===== src/rtl/uart_pkg.sv =====
// uart_pkg: shared types and constants for the memory-mapped UART transmitter.
//   tx_state_t        - transmit FSM state encoding
//   UART_*_OFS        - register byte offsets from IO_BASE
//   STAT_*            - bit positions inside the STATUS word
package uart_pkg;

  typedef enum logic [2:0] {
    IDLE,
    START,
    DATA,
    PARITY,
    STOP
  } tx_state_t;

  localparam logic [31:0] UART_DATA_OFS = 32'd0;
  localparam logic [31:0] UART_STAT_OFS = 32'd4;

  localparam int STAT_FULL    = 0;
  localparam int STAT_BUSY    = 1;
  localparam int STAT_OVF     = 2;
  localparam int STAT_PAR     = 3;
  localparam int STAT_CNT_LSB = 8;

endpackage


===== src/rtl/uart_tx_mmio_if.sv =====
// uart_tx_mmio_if: core data-memory port as seen by an MMIO peripheral.
//   addr      core data address
//   memWdata  store data
//   memWMask  byte write mask (nonzero = store)
//   memRstrb  load strobe
//   rdata     peripheral read data (combinational)
// master = core side, slave = peripheral side.
interface uart_tx_mmio_if;
  logic [31:0] addr;
  logic [31:0] memWdata;
  logic [3:0]  memWMask;
  logic        memRstrb;
  logic [31:0] rdata;

  modport master (output addr, memWdata, memWMask, memRstrb, input rdata);
  modport slave  (input addr, memWdata, memWMask, memRstrb, output rdata);
endinterface


===== src/rtl/uart_tx_mmio_sync_fifo.sv =====
// sync_fifo: single-clock FIFO, DEPTH a power of two.
//   clk, reset  clock, synchronous active-high reset (flushes)
//   push, din   write request / data (ignored when full unless popping)
//   pop, dout   read request / head-of-queue data (dout valid when !empty)
//   full, empty, count  occupancy flags and count (one bit wider than pointers)
module sync_fifo #(
  parameter int WIDTH = 8,
  parameter int DEPTH = 8
) (
  input  logic                     clk,
  input  logic                     reset,
  input  logic                     push,
  input  logic                     pop,
  input  logic [WIDTH-1:0]         din,
  output logic [WIDTH-1:0]         dout,
  output logic                     full,
  output logic                     empty,
  output logic [$clog2(DEPTH):0]   count
);
  localparam int AW = $clog2(DEPTH);

  logic [WIDTH-1:0] mem_q [DEPTH];
  logic [AW-1:0]    wr_q, rd_q;
  logic [AW:0]      cnt_q, cnt_d;
  logic             do_push, do_pop;

  assign empty = (cnt_q == '0);
  assign full  = (cnt_q == (AW+1)'(DEPTH));
  assign count = cnt_q;
  assign dout  = mem_q[rd_q];

  // A pop frees the slot on the same edge, so push-while-full is legal then.
  assign do_pop  = pop & ~empty;
  assign do_push = push & (~full | do_pop);
  assign cnt_d   = cnt_q + (AW+1)'(do_push) - (AW+1)'(do_pop);

  always_ff @(posedge clk) begin
    if (do_push) mem_q[wr_q] <= din;
  end

  always_ff @(posedge clk) begin
    if (reset) begin
      wr_q  <= '0;
      rd_q  <= '0;
      cnt_q <= '0;
    end else begin
      if (do_push) wr_q <= wr_q + 1'b1;
      if (do_pop)  rd_q <= rd_q + 1'b1;
      cnt_q <= cnt_d;
    end
  end
endmodule


===== src/rtl/uart_tx_mmio.sv =====
// uart_tx_mmio: memory-mapped UART transmitter on the core data port.
//   clk, reset  core clock, synchronous active-high reset
//   bus         core data port (slave modport): stores to IO_BASE push a byte,
//               loads of IO_BASE+4 return STATUS {count[15:8], par, ovf, busy, full}
//   tx          serial line, idle high, LSB first, registered
//   busy        registered: frame in flight or FIFO non-empty
// Build option: define UART_TX_PARITY_EN for 8E1 framing (even parity bit,
// STATUS bit3 = 1); default is 8N1.
module uart_tx_mmio
  import uart_pkg::*;
#(
  parameter int          CLKS_PER_BIT = 868,
  parameter int          FIFO_DEPTH   = 8,
  parameter logic [31:0] IO_BASE      = 32'h0040_0000
) (
  input  logic             clk,
  input  logic             reset,
  uart_tx_mmio_if.slave    bus,
  output logic             tx,
  output logic             busy
);
  localparam int BW = $clog2(CLKS_PER_BIT);
  localparam int CW = $clog2(FIFO_DEPTH) + 1;
  localparam logic [BW-1:0] BAUD_LOAD = BW'(CLKS_PER_BIT - 1);

  logic          sel_data, sel_stat, push, pop, full, empty;
  logic [7:0]    dout;
  logic [CW-1:0] count;
  logic          ovf_q, ovf_d;
  logic [31:0]   status;

  tx_state_t     state_q;
  logic [BW-1:0] baud_q;
  logic [2:0]    idx_q;
  logic [7:0]    shift_q;
  logic          tx_q, busy_q;
  logic          baud_done;
`ifdef UART_TX_PARITY_EN
  logic          par_q;
`endif

  // Only byte lane 0 of a DATA store is meaningful.
  logic unused_bits;
  assign unused_bits = ^{bus.memWdata[31:8], bus.memWMask[3:1]};

  assign sel_data = (bus.addr == IO_BASE + UART_DATA_OFS);
  assign sel_stat = (bus.addr == IO_BASE + UART_STAT_OFS);
  assign push     = sel_data & bus.memWMask[0];

  assign baud_done = (baud_q == '0);
  // Pop when idle, or at the very end of STOP so the next start bit follows with no gap.
  assign pop = ~empty & ((state_q == IDLE) | ((state_q == STOP) & baud_done));

  sync_fifo #(.WIDTH(8), .DEPTH(FIFO_DEPTH)) u_fifo (
    .clk   (clk),
    .reset (reset),
    .push  (push),
    .pop   (pop),
    .din   (bus.memWdata[7:0]),
    .dout  (dout),
    .full  (full),
    .empty (empty),
    .count (count)
  );

  // Sticky overflow; a same-edge overflow wins over the read-clear.
  always_comb begin
    ovf_d = ovf_q;
    if (sel_stat & bus.memRstrb) ovf_d = 1'b0;
    if (push & full & ~pop)      ovf_d = 1'b1;
  end

  always_ff @(posedge clk) begin
    if (reset) ovf_q <= 1'b0;
    else       ovf_q <= ovf_d;
  end

  always_comb begin
    status                       = '0;
    status[STAT_FULL]            = full;
    status[STAT_BUSY]            = busy_q;
    status[STAT_OVF]             = ovf_q;
    status[STAT_CNT_LSB +: 8]    = 8'(count);
`ifdef UART_TX_PARITY_EN
    status[STAT_PAR]             = 1'b1;
`endif
  end

  assign bus.rdata = sel_stat ? status : '0;

  // tx_q is loaded with the value of the bit being entered, so the line
  // changes on the same edge as the state.
  always_ff @(posedge clk) begin
    if (reset) begin
      state_q <= IDLE;
      baud_q  <= '0;
      idx_q   <= '0;
      shift_q <= '0;
      tx_q    <= 1'b1;
      busy_q  <= 1'b0;
`ifdef UART_TX_PARITY_EN
      par_q   <= 1'b0;
`endif
    end else begin
      busy_q <= (state_q != IDLE) | ~empty;
      case (state_q)
        IDLE: begin
          tx_q <= 1'b1;
          if (pop) begin
            shift_q <= dout;
`ifdef UART_TX_PARITY_EN
            par_q   <= ^dout;
`endif
            baud_q  <= BAUD_LOAD;
            tx_q    <= 1'b0;
            state_q <= START;
          end
        end
        START: begin
          if (baud_done) begin
            idx_q   <= '0;
            baud_q  <= BAUD_LOAD;
            tx_q    <= shift_q[0];
            state_q <= DATA;
          end else begin
            baud_q <= baud_q - 1'b1;
          end
        end
        DATA: begin
          if (baud_done) begin
            baud_q <= BAUD_LOAD;
            if (idx_q == 3'd7) begin
`ifdef UART_TX_PARITY_EN
              tx_q    <= par_q;
              state_q <= PARITY;
`else
              tx_q    <= 1'b1;
              state_q <= STOP;
`endif
            end else begin
              shift_q <= shift_q >> 1;
              idx_q   <= idx_q + 3'd1;
              tx_q    <= shift_q[1];
            end
          end else begin
            baud_q <= baud_q - 1'b1;
          end
        end
`ifdef UART_TX_PARITY_EN
        PARITY: begin
          if (baud_done) begin
            baud_q  <= BAUD_LOAD;
            tx_q    <= 1'b1;
            state_q <= STOP;
          end else begin
            baud_q <= baud_q - 1'b1;
          end
        end
`endif
        STOP: begin
          if (baud_done) begin
            if (pop) begin
              shift_q <= dout;
`ifdef UART_TX_PARITY_EN
              par_q   <= ^dout;
`endif
              baud_q  <= BAUD_LOAD;
              tx_q    <= 1'b0;
              state_q <= START;
            end else begin
              tx_q    <= 1'b1;
              state_q <= IDLE;
            end
          end else begin
            baud_q <= baud_q - 1'b1;
          end
        end
        default: begin
          tx_q    <= 1'b1;
          state_q <= IDLE;
        end
      endcase
    end
  end

  assign tx   = tx_q;
  assign busy = busy_q;
endmodule


===== src/flat_wrapper.sv =====
// flat-port wrapper written by rule: the top's interface ports become plain ports
module uart_tx_mmio_flat import uart_pkg::*;
#(
  parameter int          CLKS_PER_BIT = 868,
  parameter int          FIFO_DEPTH   = 8,
  parameter logic [31:0] IO_BASE      = 32'h0040_0000
)
  (clk, reset, tx, busy, bus_addr, bus_memWdata, bus_memWMask, bus_memRstrb, bus_rdata);
  uart_tx_mmio_if bus_i ();
  input  logic clk;
  input  logic reset;
  output logic tx;
  output logic busy;
  input wire logic [$bits(bus_i.addr)-1:0] bus_addr;
  input wire logic [$bits(bus_i.memWdata)-1:0] bus_memWdata;
  input wire logic [$bits(bus_i.memWMask)-1:0] bus_memWMask;
  input wire logic [$bits(bus_i.memRstrb)-1:0] bus_memRstrb;
  output wire logic [$bits(bus_i.rdata)-1:0] bus_rdata;
  assign bus_i.addr = bus_addr;
  assign bus_i.memWdata = bus_memWdata;
  assign bus_i.memWMask = bus_memWMask;
  assign bus_i.memRstrb = bus_memRstrb;
  assign bus_rdata = bus_i.rdata;
  uart_tx_mmio #(.CLKS_PER_BIT(CLKS_PER_BIT), .FIFO_DEPTH(FIFO_DEPTH), .IO_BASE(IO_BASE)) u_core (.clk(clk), .reset(reset), .bus(bus_i), .tx(tx), .busy(busy));
endmodule

===== config.mk =====
export PLATFORM = sky130hd
export DESIGN_NAME = uart_tx_mmio_flat
export DESIGN_NICKNAME = d
export VERILOG_FILES = /design/src/rtl/uart_pkg.sv /design/src/rtl/uart_tx_mmio_if.sv /design/src/rtl/uart_tx_mmio_sync_fifo.sv /design/src/rtl/uart_tx_mmio.sv /design/src/flat_wrapper.sv
export SDC_FILE = /design/constraint.sdc
export NUM_CORES = 1
export LEC_CHECK = 0
export ABC_CLOCK_PERIOD_IN_PS = 2500
export CAP_MARGIN = 20
export CORE_ASPECT_RATIO = 0.9
export CORE_UTILIZATION = 45
export DETAILED_ROUTE_END_ITERATION = 10
export DONT_BUFFER_PORTS = 1
export PLACE_DENSITY = 0.66
export SLEW_MARGIN = 20
export SYNTH_ARGS = -nofsm -noshare
export SYNTH_HDL_FRONTEND = slang
export SYNTH_SLANG_ARGS = --single-unit

===== constraint.sdc =====
create_clock -name clk -period 2.5 [get_ports clk]
set_clock_uncertainty 0.15 [all_clocks]
set_input_delay 0.375 -clock clk [delete_from_list [all_inputs] [get_ports clk]]
set_output_delay 0.375 -clock clk [all_outputs]
set_load 0.01 [all_outputs]

==> flow_summary.ini, run 1 <==
[status]
outcome = complete, but fails checks
violations = negative hold slack

[route]
drt_iter0_drc = 246
wirelength_um = 9800
dr.pass1.iters = 5
wl_per_cell_um = 16.3
drc_errors = 0
drtAntennaViolNets = 0
viasPerCell = 5.39
vias = 3240

[synthesis]
syn-instance-count = 398
synth_area_leaders = edfxtp_1, dfxtp_1, mux4_2
yosysWarnings = 0
synth.cell_area_sq_um = 5100
synth.avg_cell_area_sq_um = 12.8
ys_seq_elements = 104
yosysTopAreaCell = edfxtp_1
synth_edf_count = 64
synth_top_flop_cell = edfxtp_1
synth_top_area_share_pct = 37.7
ys_async_sr_fraction_pct = 0
synth_cell_type_count = 65
synth-seq-area-share_pct = 53.4

[clocking]
path_clk_slew_ns = 0.07
cts_buffers = 9
insertion_delay_ns = 0.34
clockRootBuffer = clkbuf_16
cts_tree = done
clockBufferDepth = 2
clock-sinks = 104
htree_levels = 3

[timing]
slew_violations = 0
fin_crit_ns = 2.39
worstMarginPinSlew_ns = 0.571
setup_violations = 0
finalWorstSetupSlack_ns = 0.113
min_period_over_period_pct = 95.5
fin_worst_hold_slack_ns = -0.0398
setup_tns_ns = 0
fmax_mhz = 419
hold_viol = 11
slew_headroom_pct = 61.6

[critical_path]
worst_setup_path_start_kind = flip-flop
worstSetupEndpointType = flip-flop
crit_type = flip-flop to flip-flop
critPathRequiredTime_ns = 2.63
crit_fanout = 10
critPathArrivalTime_ns = 2.52

[flow_run]
cap_violations = 0

[global_route]
grt_max_degree = 34
grt_remaining_overflow = 0
grt_usage_pct = 17.5
first_global_vias = 3112
grt_pass1_wl_um = 15500
antenna_found_initial = 0

[finish]
diodes = 0
drive_above_1_share_pct = 22.0
final_core_util_pct = 53.9
fin_area_sq_um = 5900
nNetsFinal = 527
fin_cells = 601
syn2layout_area_growth_pct = 15.7

[pwr]
power_per_cell_area_nw_per_um2 = 969
p_total_mw = 5.72
ir_worst_vdd_uv = 489
total_leakage_power_nw = 2.07

[floorplanning]
rows = 36
die_w_um = 114
core_region_area_sq_um = 10900
start_util_pct = 46.6
pin_count = 105
die_h_um = 103
die_area_sq_um = 11800

[place]
place_area_sq_um = 5360
hpwl_um = 6770
dp.cells = 565
place.gp.congestion = 0.835
place_worst_setup_slack_ns = 0.0206
port_buffers = 0

[worst_hold_path]
min_path_type = input port to flip-flop
[worst paths after layout]
| kind | from | endpoint | slack, ns | depth (start not counted) |
|---|---|---|---|---|
| max | u_core.baud_q[8]$_SDFFE_PP0P_ | u_core.state_q[2]$_SDFFE_PP0P_ | 0.11 | 7 |
| min | reset | u_core.baud_q[0]$_SDFFE_PP0P_ | -0.04 | 1 |
| max reg2reg | u_core.baud_q[8]$_SDFFE_PP0P_ | u_core.state_q[2]$_SDFFE_PP0P_ | 0.11 | 7 |
| min reg2reg | u_core.baud_q[0]$_SDFFE_PP0P_ | u_core.baud_q[0]$_SDFFE_PP0P_ | 0.32 | 1 |
[where the power goes]
part | internal (mW) | switching (mW) | leakage [nW] | total (mW)
combinational | 0.978 | 1.10 | 1.02 | 2.08
sequential | 2.02 | 0.186 | 0.904 | 2.21
clock | 0.815 | 0.613 | 0.150 | 1.43
total | 3.82 | 1.90 | 2.07 | 5.72
[cells in the mapped netlist, types with 2 or more instances]
library cell,number
nor4_2,5
nor4_4,6
o2bb2ai_1,8
or3b_1,2
nand2b_1,5
buf_1,2
o21ai_0,7
edfxtp_1,64
ha_1,11
nor3b_1,2
o32ai_1,2
xor2_1,2
a211oi_1,4
nand4_1,2
buf_4,27
o22a_1,2
nand2_1,20
a2bb2oi_1,2
nor2b_1,4
dfxtp_1,40
o22ai_1,2
nor4_1,10
a21oi_1,20
xnor2_1,2
and2_1,7
clkbuf_1,7
nor3_1,13
nand3_1,7
mux2i_1,8
and3_1,3
mux4_2,16
buf_2,5
mux2_1,2
nor2_1,27
a31oi_1,4
inv_1,16
nor4b_2,4
[sequential cells by signal, summed over array words and instances, names as in the netlist, named ones only]
register and cells:
u_core.idx_q 3, u_core.state_q 3, u_core.u_fifo.wr_q 3, u_core.ovf_q 1
u_core.baud_q 10, u_core.u_fifo.rd_q 3, u_core.u_fifo.count 4, u_core.tx 1
u_core.u_fifo.mem_q 64, u_core.shift_q 8, u_core.busy 1
[worst max-delay path, cell delays in order, from the launching register on]
cell	delay, ns
dfxtp_2	0.35
nor4_4	0.36
buf_4	0.18
and3_2	0.30
nand2_1	0.11
o22a_1	0.18
nor3_1	0.11
dlygate4sd3_1	0.57
[cells by family (layout without fill, tap and decap cells)]
group,Yosys count,in the layout,synth area share [%]
DFF,104,104,53.4
AOI/OAI and AO/OA,66,66,10.0
muxes,27,27,9.30
and+or+nand+nor,127,127,17.1
buffers and inverters,57,84,6.31
other,1,25,0.0735
adders and majority gates,12,12,3.09
xor gates and xnor gates,4,4,0.687
[what timing repair did]
| action | 4_1_cts | 5_1_grt |
|---|---|---|
| endpoints found under the hold margin | 89 | 12 |
| gates resized for setup | 0 | 8 |
| hold buffers | 18 | 1 |
| setup endpoints to repair | 0 | 21 |
| setup buffers | 0 | 1 |
[cells in the final DEF, fill, tap and decap left out, types with 4 or more instances in the layout]
master          n
edfxtp_1       64
dfxtp_1        38
buf_4          33
nor2_1         27
conb_1         25
nand2_1        20
a21oi_1        20
dlygate4sd3_1  19
inv_1          16
mux4_2         16
nor3_1         13
ha_1           10
nor4_1          9
clkbuf_16       9
mux2i_1         8
o2bb2ai_1       8
nor4_4          7
and2_1          7
nand3_1         7
o21ai_0         6
nor4_2          5
nand2b_1        5
nor4b_2         4
nor2b_1         4
a31oi_1         4
a211oi_1        4
[cell type report]
cell class                      instances  area [sq um]
Inverter                               16          60.1
Timing Repair Buffer                   52           438
Fill cell                             909          5050
Clock inverter                          5          62.6
Multi-Input combinational cell        261          2180
Sequential cell                       104          2730
Tap cell                              152           190
Clock buffer                           11           243
[per-layer routing]
layer,vias up,GRT usage [%],wire length [um]
li1,1553,-,-
met4,0,7.59,166
met2,114,28.3,4800
met1,1556,23.5,4360
met5,-,0,0
met3,17,2.88,465
(Power assumes the default switching activity.)
==> run 2: changes to the inputs <==
--- a/config.mk
+++ b/config.mk
@@ -12,6 +12,7 @@
 export DETAILED_ROUTE_END_ITERATION = 10
 export DONT_BUFFER_PORTS = 1
 export PLACE_DENSITY = 0.66
+export REMOVE_ABC_BUFFERS = 1
 export SLEW_MARGIN = 20
 export SYNTH_ARGS = -nofsm -noshare
 export SYNTH_HDL_FRONTEND = slang
==> flow_summary.ini, run 2 (synthesized netlist as in run 1, its figures left out) <==
[status]
outcome = complete, no violations

[flow_run]
cap_violations = 0

[route]
drtAntennaViolNets = 0
viasPerCell = 5.44
drc_errors = 0
vias = 3246
dr.pass1.iters = 4
wl_per_cell_um = 16.4
wirelength_um = 9790
drt_iter0_drc = 128

[finish]
diodes = 0
reg_top3 = u_core.u_fifo.mem_q: 64 flops, u_core.baud_q: 10 flops, u_core.shift_q: 8 flops
multi_input_area_sq_um = 2190
final_core_util_pct = 53.3
drive_above_1_share_pct = 24.5
seq_area_sq_um = 2720
syn2layout_area_growth_pct = 14.5
final_common_cell = edfxtp_1
fin_area_sq_um = 5840
layout_common_cells = edfxtp_1, dfxtp_1, buf_4
fill_cells = 901
nNetsFinal = 523
largest_reg_flops = 64
largest_register = u_core.u_fifo.mem_q

[floorplanning]
pin_count = 105
rows = 36
start_util_pct = 46.6
die_h_um = 103
die_area_sq_um = 11800
core_region_area_sq_um = 10900
die_w_um = 114

[pwr]
sequentialPowerShare_pct = 39.4
internal-power_mw = 3.71
total_leakage_power_nw = 2.03
p_total_mw = 5.65
switchingPower_mw = 1.94
power_per_cell_area_nw_per_um2 = 967
ir_worst_vdd_uv = 428
swShare_pct = 34.3
comb_power_share_pct = 36.6
power.clock.fraction_pct = 23.9

[worst_hold_path]
min_path_type = input port to flip-flop

[global_route]
antenna_found_initial = 0
grt_usage_pct = 17.8
grt_max_degree = 26
first_global_vias = 3124
grt_pass1_wl_um = 15700
grt_remaining_overflow = 0

[timing]
setup_violations = 0
fmax_mhz = 424
slew_headroom_pct = 34.1
min_period_over_period_pct = 94.4
fin_crit_ns = 2.36
worstMarginPinSlew_ns = 0.985
fin_worst_hold_slack_ns = 0.0607
slew_violations = 0
finalWorstSetupSlack_ns = 0.140
hold_viol = 0

[critical_path]
crit_fanout = 3
path_cells = inv_2 -> ha_4 -> nor3b_4 -> nor3_4 -> buf_4 -> nand2_4 -> nand2_2 -> o21ai_2 -> ha_2 -> inv_1 -> fa_2 -> xor2_1 -> nor2_1
path_buf_inv = 3
critPathRequiredTime_ns = 2.54
worst_setup_path_start_kind = flip-flop
crit_type = flip-flop to flip-flop
critPathArrivalTime_ns = 2.40
slowest_stage = fa_2
max_stage_delay_ns = 0.35
critPathTopFamily = adder cells
worstSetupEndpointType = flip-flop
rrSetupSlack_ns = 0.14

[place]
place_area_sq_um = 5400
hpwl_um = 6760
place_worst_setup_slack_ns = -0.0322
port_buffers = 0
place.gp.congestion = 0.869

[clocking]
clockBufferDepth = 2
cts_buffers = 9
clock-sinks = 104
htree_levels = 3
cts_tree = done
insertion_delay_ns = 0.34
path_clk_slew_ns = 0.07
clockRootBuffer = clkbuf_16
run 2: cell types whose count changed in the layout (fill, tap and decap cells not counted), sizes merged:
cell,delta
dlygate4sd3,-10
buf,+6
bufinv,-1
clkbuf,-1
clkinv,+1
inv,+1
run 2: area by class of cell:
class,count,share of cell area (%)
Inverter,16,1.03
Tap cell,152,3.26
Sequential cell,104,46.7
Timing Repair Buffer,48,6.56
Clock inverter,6,0.965
Multi-Input combinational cell,261,37.6
Clock buffer,10,3.92
run 2: worst register-to-register path: stages, from the launching register on:
cell and delay (ns):
dfxtp_2 0.33, inv_2 0.07, ha_4 0.12, nor3b_4 0.24, nor3_4 0.08, buf_4 0.14, nand2_4 0.05, nand2_2 0.06
o21ai_2 0.16, ha_2 0.19, inv_1 0.06, fa_2 0.35, xor2_1 0.16, nor2_1 0.06
run 2: worst paths after layout:
check,endpoint,depth (start not counted),from
setup reg to reg,u_core.u_fifo.count[2]$_SDFF_PP0_,13,u_core.u_fifo.count[3]$_SDFF_PP0_
setup / recovery,u_core.u_fifo.count[2]$_SDFF_PP0_,13,u_core.u_fifo.count[3]$_SDFF_PP0_
hold reg to reg,u_core.shift_q[4]$_SDFFE_PP0P_,1,u_core.shift_q[4]$_SDFFE_PP0P_
hold / removal,u_core.ovf_q$_SDFFE_PP0P_,2,reset
run 2: power groups by stage:
stage	clock, mW	sequential, mW	combinational [mW]
floorplan	0	2.28	1.28
global placement	0	2.24	1.88
detailed placement	0	2.25	1.91
CTS	1.38	2.21	1.95
global route	1.44	2.26	2.32
finish	1.35	2.23	2.07
run 2: repair_timing:
item / CTS / global route
endpoints found under the setup margin: 0 / 13
setup buffers: 0 / 2
hold buffers: 9 / 0
resized for setup: 0 / 14
hold endpoints to repair: 91 / 0
run 2: stage by stage:
stage,cells,setup TNS [ns]
finish,597,0
global route,597,-0.0298
CTS,595,0
detailed placement,570,-0.0322
global placement,570,0
floorplan,381,-2.07
run 2: metal layers:
| metal | part of all wire (%) | GRT usage [%] | wire, um | vias to the layer above |
|---|---|---|---|---|
| met2 | 51 | 30.4 | 5020 | 99 |
| li1 | - | - | - | 1550 |
| met5 | 0 | 0 | 0 | - |
| met3 | 4.0 | 3.59 | 391 | 9 |
| met4 | 0.91 | 4.60 | 89 | 0 |
| met1 | 44 | 23.2 | 4300 | 1588 |
==> run 3: changes to the inputs <==
--- a/config.mk
+++ b/config.mk
@@ -5,8 +5,8 @@
 export SDC_FILE = /design/constraint.sdc
 export NUM_CORES = 1
 export LEC_CHECK = 0
+export ABC_AREA = 1
 export ABC_CLOCK_PERIOD_IN_PS = 2500
-export CAP_MARGIN = 20
 export CORE_ASPECT_RATIO = 0.9
 export CORE_UTILIZATION = 45
 export DETAILED_ROUTE_END_ITERATION = 10
==> flow_summary.ini, run 3 <==
[critical_path]
critPathArrivalTime_ns = 2.36
crit_type = flip-flop to flip-flop
cp_common_cell = inv_1
critPathRequiredTime_ns = 2.56
max_stage_delay_ns = 0.52
rr_startpoint = u_core.baud_q[0]$_SDFFE_PP0P_
r2r_end = u_core.u_fifo.count[1]$_SDFF_PP0_
worst_setup_path_start_kind = flip-flop
crit_fanout = 5
slowest_stage = fa_2
r2r_cells = 14
rrSetupSlack_ns = 0.20
path_cells = inv_1 -> ha_1 -> nand2_1 -> nor2_2 -> nand3_2 -> nand2_2 -> nand2_4 -> nor2_4 -> inv_1 -> nand2_1 -> ha_1 -> inv_1 -> fa_2 -> nor2_1
worstSetupEndpointType = flip-flop

[clocking]
cts_buffers = 9
insertion_delay_ns = 0.35
clockRootBuffer = clkbuf_16
htree_levels = 3
clockBufferDepth = 2
cts_tree = done
clock-sinks = 104
path_clk_slew_ns = 0.07

[finish]
nNetsFinal = 735
final_common_cell = nand2_1
syn2layout_area_growth_pct = 10.5
layout_common_cells = nand2_1, nand3_1, nor2_1
largest_register = u_core.u_fifo.mem_q
drive_above_1_share_pct = 8.68
largest_reg_flops = 64
diodes = 0
reg_top3 = u_core.u_fifo.mem_q: 64 flops, u_core.baud_q: 10 flops, u_core.shift_q: 8 flops

[route]
wirelength_um = 11000
viasPerCell = 5.08
vias = 4112
drtAntennaViolNets = 0
drt_iter0_drc = 277
dr.pass1.iters = 5
wl_per_cell_um = 13.6
drc_errors = 0

[synthesis]
synth.cell_area_sq_um = 5220
synth.most_common_cell = nand2_1
yosysTopAreaCell = edfxtp_1
synth_top_area_share_pct = 36.8
synth_common_cells = nand2_1, nor2_1, nand3_1
synth_edf_count = 64
ys_seq_elements = 104
synth_top_flop_cell = edfxtp_1
synth_cell_type_count = 37
syn-instance-count = 630
ys_async_sr_fraction_pct = 0
synth-seq-area-share_pct = 52.2
synth_area_leaders = edfxtp_1, dfxtp_1, nand2_1
synth.avg_cell_area_sq_um = 8.28
yosysWarnings = 0

[floorplanning]
die_w_um = 116
core_region_area_sq_um = 11000
pin_count = 105
rows = 36
die_area_sq_um = 12000
die_h_um = 104
start_util_pct = 47.3

[worst_hold_path]
hold_path_end = u_core.ovf_q$_SDFFE_PP0P_
min_path_type = input port to flip-flop
hp-start = bus_addr[2]
min_path_cells = 3

[global_route]
met3_usage_pct = 2.86
grt_max_degree = 33
busiest_layer = met2
grt_remaining_overflow = 0
grtUsageMet1_pct = 25.3
antenna_found_initial = 0
grt_usage_pct = 19.5
grt_pass1_wl_um = 18100
first_global_vias = 3902
use_met2_pct = 32.6

[pwr]
ir_worst_vdd_uv = 379
power_per_cell_area_nw_per_um2 = 1050
total_leakage_power_nw = 2.44
p_total_mw = 6.04

[flow_run]
cap_violations = 0

[timing]
slew_violations = 0
hold_viol = 0
min_period_over_period_pct = 91.9
fin_worst_hold_slack_ns = 0.139
worstMarginPinSlew_ns = 0.827
finalWorstSetupSlack_ns = 0.202
fmax_mhz = 435
fin_crit_ns = 2.30
slew_headroom_pct = 44.7
setup_violations = 0

[status]
outcome = complete, no violations

[place]
place_worst_setup_slack_ns = 0.110
port_buffers = 0
hpwl_um = 7250
place.gp.congestion = 0.841
-- run 3: worst max path at each step --
stage | startpoint | endpoint | slack (ns)
global placement | u_core.baud_q[0]$_SDFFE_PP0P_ | u_core.u_fifo.count[2]$_SDFF_PP0_ | 0.20
CTS | u_core.baud_q[0]$_SDFFE_PP0P_ | u_core.u_fifo.count[2]$_SDFF_PP0_ | 0.06
detailed placement | u_core.baud_q[0]$_SDFFE_PP0P_ | u_core.u_fifo.count[2]$_SDFF_PP0_ | 0.11
floorplan | u_core.baud_q[0]$_SDFFE_PP0P_ | u_core.u_fifo.count[2]$_SDFF_PP0_ | 0.04
finish | u_core.baud_q[0]$_SDFFE_PP0P_ | u_core.u_fifo.count[1]$_SDFF_PP0_ | 0.20
global route | u_core.baud_q[4]$_SDFFE_PP0P_ | u_core.u_fifo.count[1]$_SDFF_PP0_ | -0.006
-- run 3: cell type report --
class / instances / area, sq um
inverter: 70 / 263
timing repair buffer: 30 / 248
tap: 152 / 190
clock inverter: 6 / 50.0
sequential: 104 / 2720
multi-input combinational: 437 / 2060
fill: 989 / 5270
clock buffer: 10 / 239
-- run 3: cells by family (layout without fill, tap and decap cells) --
| kind of cell | count (synthesis) | count (layout) | synth area share, % |
|---|---|---|---|
| AND/OR/NAND/NOR | 347 | 347 | 28.6 |
| AO/OA/AOI/OAI | 50 | 50 | 5.18 |
| other | 1 | 25 | 0.0719 |
| adder cells (fa/ha/maj) | 12 | 12 | 3.02 |
| flip-flops | 104 | 104 | 52.2 |
| XOR/XNOR | 3 | 3 | 0.504 |
| buffers and inverters | 113 | 116 | 10.5 |
-- run 3: critical path, delay by kind of cell, from the launching register on --
family,cells,cell delay [ns]
adder cells (fa/ha/maj),3,0.81
AND/OR/NAND/NOR,8,0.66
flip-flops,1,0.31
buffers and inverters,3,0.21
-- run 3: power breakdown --
group	internal (mW)	switching (mW)	total, mW
registers	2.02	0.134	2.15
logic	0.870	1.66	2.53
clock network	0.717	0.641	1.36
total	3.60	2.43	6.04
-- run 3: per-stage QoR --
stage	instances	setup TNS, ns	instance area (sq um)	util, %
finish	809	0	5770	52.3
global route	809	-0.00589	5770	52.3
CTS	808	0	5740	52.1
detailed placement	783	0	5370	48.6
global placement	783	0	5370	48.6
floorplan	611	0	5020	-
-- run 3: repair_timing --
| item | in CTS | in global routing |
|---|---|---|
| hold buffers | 9 | 0 |
| setup buffers | 0 | 1 |
| setup endpoints to repair | 0 | 3 |
| hold endpoints to repair | 83 | 0 |
| gates resized for setup | 0 | 5 |
-- run 3: metal layers --
layer  share of wire [%]  wire [um]
met2                  48       5330
met1                  44       4860
met3                 5.7        622
met4                 1.8        197
met5                   0          0
